`config.mk`:
```
export PLATFORM = sky130hd
export DESIGN_NAME = maxnet_engine
export DESIGN_NICKNAME = d
export VERILOG_FILES = /design/src/rtl/maxnet_pkg.sv /design/src/rtl/maxnet_update_pe.sv /design/src/rtl/maxnet_engine.sv
export SDC_FILE = /design/constraint.sdc
export NUM_CORES = 1
export LEC_CHECK = 0
export BUFFER_PORTS_ARGS = -buffer_cell sky130_fd_sc_hd__buf_2
export CORE_MARGIN = 4
export CORE_UTILIZATION = 65
export DETAILED_ROUTE_END_ITERATION = 16
export PLACE_DENSITY = 0.84
export SLEW_MARGIN = 25
export SYNTH_ARGS = -nofsm -noshare
export SYNTH_HDL_FRONTEND = slang
export SYNTH_SLANG_ARGS = --single-unit
export TNS_END_PERCENT = 50
```
`constraint.sdc`:
```
create_clock -name clk -period 25.1 [get_ports clk]
set_input_delay 5.02 -clock clk [delete_from_list [all_inputs] [get_ports clk]]
set_output_delay 5.02 -clock clk [all_outputs]
set_load 0.02 [all_outputs]
```
`src/rtl/maxnet_pkg.sv`:
```
// Shared types and helpers for the Maxnet winner-take-all engine.
// Holds the FSM state encoding, default Q-format constants and the ReLU clamp.
package maxnet_pkg;

    typedef enum logic [2:0] {
        IDLE,
        LOAD,
        SUM,
        UPDATE,
        CHECK,
        FIN
    } state_t;

    localparam int DEF_N        = 4;
    localparam int DEF_DATA_W   = 16;
    localparam int DEF_FRAC_W   = 8;
    localparam int DEF_MAX_ITER = 64;

    // Wide enough for any intermediate of the default and moderately larger configurations.
    localparam int WIDE_W = 64;
    typedef logic signed [WIDE_W-1:0] wide_t;

    function automatic int sum_width(input int n, input int data_w);
        return data_w + $clog2(n);
    endfunction

    function automatic wide_t relu(input wide_t x);
        return (x < 0) ? '0 : x;
    endfunction

endpackage

```
`src/rtl/maxnet_update_pe.sv`:
```
// Combinational Maxnet update: a' = relu(a - floor(eps*(S - a) / 2^FRAC_W)).
// Shared by all channels; the engine feeds one channel per cycle.
module maxnet_update_pe
    import maxnet_pkg::*;
#(
    parameter int DATA_W = DEF_DATA_W,
    parameter int FRAC_W = DEF_FRAC_W,
    parameter int SUM_W  = sum_width(DEF_N, DEF_DATA_W)
) (
    input  logic signed [DATA_W-1:0] a_k,
    input  logic signed [SUM_W-1:0]  s,
    input  logic signed [DATA_W-1:0] eps,
    output logic signed [DATA_W-1:0] a_next
);

    localparam int PROD_W = DATA_W + SUM_W;

    logic signed [SUM_W:0]    diff;
    logic signed [PROD_W-1:0] prod;
    logic signed [PROD_W-1:0] p;

    assign diff = (SUM_W+1)'(s) - (SUM_W+1)'(a_k);
    assign prod = PROD_W'(eps) * PROD_W'(diff);
    // Arithmetic shift rounds toward minus infinity, matching the floor in the update rule.
    assign p    = prod >>> FRAC_W;

    // a_k > p keeps the difference, otherwise the channel is silenced.
    assign a_next = DATA_W'(relu(wide_t'(a_k) - wide_t'(p)));

endmodule

```
`src/rtl/maxnet_engine.sv`:
```
// Parametrised Maxnet winner-take-all engine with one time-multiplexed update PE.
// Optional iteration-count output enabled by defining MAXNET_ITER_OUT_EN.
module maxnet_engine
    import maxnet_pkg::*;
#(
    parameter int N        = DEF_N,
    parameter int DATA_W   = DEF_DATA_W,
    parameter int FRAC_W   = DEF_FRAC_W,
    parameter int MAX_ITER = DEF_MAX_ITER
) (
    input  logic                         clk,
    input  logic                         rst,
    input  logic                         start,
    input  logic [N*DATA_W-1:0]          a_init,
    input  logic [DATA_W-1:0]            epsilon,
    output logic                         busy,
    output logic                         done,
    output logic [$clog2(N)-1:0]         winner_idx,
    output logic [DATA_W-1:0]            winner_val,
    output logic                         no_winner,
    output logic                         timeout
`ifdef MAXNET_ITER_OUT_EN
    ,
    output logic [$clog2(MAX_ITER+1)-1:0] iter_count
`endif
);

    localparam int IDX_W  = $clog2(N);
    localparam int SUM_W  = sum_width(N, DATA_W);
    localparam int CNT_W  = $clog2(N + 1);
    localparam int ITER_W = $clog2(MAX_ITER + 1);

    localparam logic [IDX_W-1:0]  LAST_K     = IDX_W'(N - 1);
    localparam logic [ITER_W-1:0] ITER_LIMIT = ITER_W'(MAX_ITER);

    state_t state, state_next;

    logic signed [DATA_W-1:0] a_reg [N];
    logic signed [DATA_W-1:0] eps_reg;
    logic signed [SUM_W-1:0]  s_acc;
    logic [IDX_W-1:0]         k;
    logic [ITER_W-1:0]        iter;
    logic [CNT_W-1:0]         nz_cnt;
    logic [IDX_W-1:0]         nz_idx;
    logic [IDX_W-1:0]         best_idx;
    logic signed [DATA_W-1:0] best_val;

    logic signed [DATA_W-1:0] a_cur;
    logic signed [DATA_W-1:0] a_next;
    logic [ITER_W-1:0]        iter_inc;
    logic                     last_k;
    logic                     chk_single;
    logic                     chk_none;
    logic                     chk_limit;
    logic                     chk_done;

    assign a_cur = a_reg[k];

    maxnet_update_pe #(
        .DATA_W (DATA_W),
        .FRAC_W (FRAC_W),
        .SUM_W  (SUM_W)
    ) u_pe (
        .a_k    (a_cur),
        .s      (s_acc),
        .eps    (eps_reg),
        .a_next (a_next)
    );

    // NOTE: every signal written here gets a default first, so no path can infer a latch.
    always_comb begin
        state_next = state;
        last_k     = (k == LAST_K);
        iter_inc   = iter + ITER_W'(1);
        chk_single = (nz_cnt == CNT_W'(1));
        chk_none   = (nz_cnt == '0);
        chk_limit  = (iter_inc == ITER_LIMIT);
        chk_done   = chk_single || chk_none || chk_limit;

        case (state)
            IDLE:    if (start) state_next = LOAD;
            LOAD:    state_next = SUM;
            SUM:     if (last_k) state_next = UPDATE;
            UPDATE:  if (last_k) state_next = CHECK;
            CHECK:   state_next = chk_done ? FIN : SUM;
            FIN:     state_next = IDLE;
            default: state_next = IDLE;
        endcase
    end

    // NOTE: sequential state uses non-blocking assignments so every register samples pre-edge values.
    always_ff @(posedge clk) begin
        if (rst) begin
            state      <= IDLE;
            busy       <= 1'b0;
            done       <= 1'b0;
            winner_idx <= '0;
            winner_val <= '0;
            no_winner  <= 1'b0;
            timeout    <= 1'b0;
            // NOTE: the activation file is reset explicitly; it is small and its cleared state is observable.
            for (int i = 0; i < N; i++) a_reg[i] <= '0;
            eps_reg    <= '0;
            s_acc      <= '0;
            k          <= '0;
            iter       <= '0;
            nz_cnt     <= '0;
            nz_idx     <= '0;
            best_idx   <= '0;
            best_val   <= '0;
        end else begin
            state <= state_next;
            done  <= 1'b0;

            case (state)
                IDLE: begin
                    if (start) begin
                        for (int i = 0; i < N; i++) a_reg[i] <= a_init[i*DATA_W +: DATA_W];
                        eps_reg   <= epsilon;
                        no_winner <= 1'b0;
                        timeout   <= 1'b0;
                        busy      <= 1'b1;
                    end
                end

                LOAD: begin
                    for (int i = 0; i < N; i++) a_reg[i] <= DATA_W'(relu(wide_t'(a_reg[i])));
                    iter  <= '0;
                    s_acc <= '0;
                    k     <= '0;
                end

                SUM: begin
                    s_acc <= s_acc + SUM_W'(a_cur);
                    k     <= last_k ? '0 : k + IDX_W'(1);
                    if (last_k) begin
                        nz_cnt   <= '0;
                        best_idx <= '0;
                        best_val <= '0;
                    end
                end

                UPDATE: begin
                    a_reg[k] <= a_next;
                    if (a_next != '0) begin
                        nz_cnt <= nz_cnt + CNT_W'(1);
                        nz_idx <= k;
                    end
                    // Strict compare keeps the lowest index on ties.
                    if (a_next > best_val) begin
                        best_val <= a_next;
                        best_idx <= k;
                    end
                    k <= last_k ? '0 : k + IDX_W'(1);
                end

                CHECK: begin
                    iter  <= iter_inc;
                    s_acc <= '0;
                    if (chk_done) begin
                        done <= 1'b1;
                        busy <= 1'b0;
                    end
                    if (chk_single) begin
                        winner_idx <= nz_idx;
                        winner_val <= best_val;
                    end else if (chk_none) begin
                        no_winner  <= 1'b1;
                        winner_idx <= '0;
                        winner_val <= '0;
                    end else if (chk_limit) begin
                        timeout    <= 1'b1;
                        winner_idx <= best_idx;
                        winner_val <= best_val;
                    end
                end

                default: ;
            endcase
        end
    end

`ifdef MAXNET_ITER_OUT_EN
    assign iter_count = iter;
`endif

endmodule

```
==> summary.md <==
| Metric | Value |
|---|---|
| Outcome | `finished clean` |
| Count of flip-flops with a built-in enable after synthesis | `64` |
| Setup crit start kind | `flip-flop` |
| PortBufs | `104` |
| Post-synthesis instance area | `around 20,000 um2` |
| Via count | `approximately 17,000` |
| Ant diodes | `0` |
| Final Hold Vio Count | `0` |
| Gr usage total | `between 30% and 40%` |
| Synthesized flop and latch total | `roughly 160` |
| Final number of setup-violating endpoints | `0` |
| Seq/Total Area, Yosys | `18.5%` |
| Area used by multi-input combinational logic | `14,800 um2` |
| Delay of the slowest critical-path stage | `about 0.76 ns` |
| Initial standard-cell utilization of the core | `between 60 and 70%` |
| Quantity of gates resized following cts | `0` |
| CP max FO | `35` |
| Total Neg Setup Slack | `0 ns` |
| H-tree Lvls | `4` |
| Area growth syn-to-layout | `7.20%` |
| Longest Clk Path Bufs | `2` |
| Worst hold-check path type | `flip-flop to flip-flop` |
| Nets in the synthesized netlist | `between 2,000 and 3,000` |
| Final instance area | `between 20,000 and 25,000 um2` |
| Number of nets in the layout | `about 2,900` |
| Clock tree sinks | `157` |
| Width of the die | `around 190 um` |
| IO Pins | `about 110` |
| Core outline area | `roughly 31,000 um2` |
| Total of hold buffers inserted after clock tree synthesis | `0` |
| Cell at the root of the clock tree | `sky130_fd_sc_hd__clkbuf_16` |
| Pin count of the biggest net entering global routing | `85` |
| Post-synth top flop | `sky130_fd_sc_hd__dfxtp_1` |
| Fraction of layout cells with a size suffix above 1 | `between 8 and 9%` |
| Number of flip-flops under the largest register name | `64` |
| Library cell contributing the largest single delay on the critical path | `sky130_fd_sc_hd__a31oi_4` |
| Floorplan die height | `185 um` |
| Final worst path period need | `14.66 ns` |
| Routed Wire Length | `~53,000 um` |
| Dominant delay contributor by cell family on the critical path | `compound AO/OA/AOI/OAI gates` |
| Residual DRC | `0` |
| Transition time at the pin with the least slew margin | `1.06 ns` |
| MaxCap Viol Count | `0` |
| Required time of the critical path | `about 25 ns` |
| Share of flip-flops with an asynchronous set or reset | `0%` |
| Clk Latency, worst-skew pair | `0.47 ns` |
| Fin crit share | `between 50% and 60%` |
| Average wire length per cell after detail routing | `about 19 um` |
| CTS tree | `yes` |
| Router iterations before antenna repair | `6` |
| FP Rows | `64` |
| Global route total overflow | `0` |
| Slew margin rel. | `29.6%` |
| Count of unique library cells instantiated by Yosys | `64` |
| Full die area | `34,400 um2` |
| Wire length of the first global-routing pass | `slightly below 90,000 um` |
| Cell area after placement | `21,300 um2` |
| RSZ-0062 raised after global routing | `no` |
| Buffers plus inverters on the worst setup path | `6` |
| Post-detailed-route count of antenna-violating nets | `0` |
| Post-CTS repair timing setup buffer count | `0` |
| Worst setup path category | `flip-flop to flip-flop` |
| DRT iter0 DRCs | `approximately 1,400` |
| Reg clk slew, reported paths | `around 0.08 ns` |
| Synth Warn # | `0` |
| Last weighted congestion value of the routability-driven placer | `0.977` |
| Clock skew | `roughly 0.028 ns` |
| DR vias/cell | `roughly 6.0` |
| Fmax achieved | `just under 70 MHz` |
| Arrival time at the worst endpoint | `between 15 and 20 ns` |
| Synthesized instance count | `between 2,000 and 2,500` |
| Post-Syn Area per Cell | `8.83 um2` |
| Layout filler cell count | `around 2,200` |
| Cts bufs inserted | `17` |
| Sequential cell area | `3780 um2` |
| Max-slew violations | `0` |
| Endpoint class of the critical path | `flip-flop` |
| Dpl hpwl | `around 40,000 um` |
| Number of global-route vias before repair | `approximately 18,000` |
| Antenna violations before repair | `1` |
through the flow:
| step | cells | utilization, % | hold slack (ns) | setup slack [ns] |
|---|---|---|---|---|
| final | 2771 | 71.1 | 0.474 | 10.44 |
| after global routing | 2771 | 71.1 | 0.497 | 9.37 |
| after CTS | 2771 | 71.1 | 0.473 | 10.63 |
| after detailed placement | 2739 | 69.1 | 0.459 | 10.86 |
| after global placement | 2739 | 69.1 | 0.451 | 11.25 |
| after floorplan | 2315 | - | 0.442 | 12.10 |
final timing paths:
path,from,to,slack [ns],depth (start not counted)
setup reg to reg,flip-flop,best_val[15]$_SDFFE_PP0P_,10.44,56
setup / recovery,flip-flop,best_val[15]$_SDFFE_PP0P_,10.44,56
hold reg to reg,timeout$_SDFFE_PP0P_,timeout$_SDFFE_PP0P_,0.47,2
hold / removal,timeout$_SDFFE_PP0P_,timeout$_SDFFE_PP0P_,0.47,2
placed cells by master, fill, tap and decap left out, types with 17 or more instances in the layout:
cell type | netlist | layout
sky130_fd_sc_hd__inv_1 | 411 | 411
sky130_fd_sc_hd__nand2_1 | 324 | 324
sky130_fd_sc_hd__fa_1 | 292 | 292
sky130_fd_sc_hd__ha_1 | 167 | 167
sky130_fd_sc_hd__nor2_1 | 122 | 120
sky130_fd_sc_hd__and2_1 | 117 | 117
sky130_fd_sc_hd__o21ai_0 | 113 | 113
sky130_fd_sc_hd__buf_2 | 1 | 104
sky130_fd_sc_hd__a21oi_1 | 97 | 97
sky130_fd_sc_hd__dfxtp_1 | 93 | 93
sky130_fd_sc_hd__edfxtp_1 | 64 | 64
sky130_fd_sc_hd__xnor2_1 | 62 | 56
sky130_fd_sc_hd__nor2b_1 | 43 | 43
sky130_fd_sc_hd__buf_4 | 2 | 26
sky130_fd_sc_hd__xor2_1 | 24 | 24
sky130_fd_sc_hd__a21o_1 | 22 | 22
sky130_fd_sc_hd__nand3_1 | 21 | 21
sky130_fd_sc_hd__nor3_1 | 21 | 21
sky130_fd_sc_hd__a22oi_1 | 20 | 20
sky130_fd_sc_hd__nand2b_1 | 19 | 19
sky130_fd_sc_hd__a22o_1 | 18 | 18
sky130_fd_sc_hd__clkbuf_16 | 0 | 17
cells by family after synthesis:
logic type | Yosys count | synth area share, %
AOI/OAI and AO/OA | 363 | 11.2
buffers and inverters | 513 | 9.46
and+or+nand+nor | 714 | 16.2
adders and majority gates | 459 | 38.8
DFF | 157 | 18.5
muxes | 22 | 2.06
xor gates and xnor gates | 87 | 3.76
per-layer routing:
| metal | wire length [um] | global-route usage (%) |
|---|---|---|
| met1 | 20400 | 41.0 |
| met2 | 25700 | 53.9 |
| met3 | 4920 | 6.91 |
| met4 | 1640 | 11.6 |
| met5 | 13 | 0 |
worst reg2reg max path: cells and delay by family (launching register included):
| family | cells | cell delay (ns) |
|---|---|---|
| compound gates | 22 | 4.87 |
| xor+xnor | 5 | 1.47 |
| fa+ha+maj | 10 | 4.19 |
| buf+inv | 6 | 0.76 |
| flops | 1 | 0.59 |
| mux | 2 | 0.82 |
| simple gates | 11 | 1.89 |
synthesized netlist by cell type, types with 22 or more instances:
library cell	instances	area [um2]
sky130_fd_sc_hd__inv_1	411	1540
sky130_fd_sc_hd__o21ai_0	113	566
sky130_fd_sc_hd__a21o_1	22	165
sky130_fd_sc_hd__xor2_1	24	210
sky130_fd_sc_hd__nor2_1	122	458
sky130_fd_sc_hd__xnor2_1	62	543
sky130_fd_sc_hd__edfxtp_1	64	1920
sky130_fd_sc_hd__nand2_1	324	1220
sky130_fd_sc_hd__a21oi_1	97	485
sky130_fd_sc_hd__fa_1	292	5850
sky130_fd_sc_hd__dfxtp_1	93	1860
sky130_fd_sc_hd__ha_1	167	2090
sky130_fd_sc_hd__clkbuf_1	96	360
sky130_fd_sc_hd__and2_1	117	732
sky130_fd_sc_hd__nor2b_1	43	269
layout make-up:
class                      instances  share of cell area [%]
timing repair buffer             130                    3.27
sequential                       157                    17.3
tap                              396                    2.26
multi-input combinational       1645                    67.4
inverter                         411                    7.04
clock buffer                      18                    1.96
clock inverter                    14                   0.765
Power is left out: the tool's default activity adds up to more than one toggle a clock period on the data nets, which glitch-free logic cannot reach.
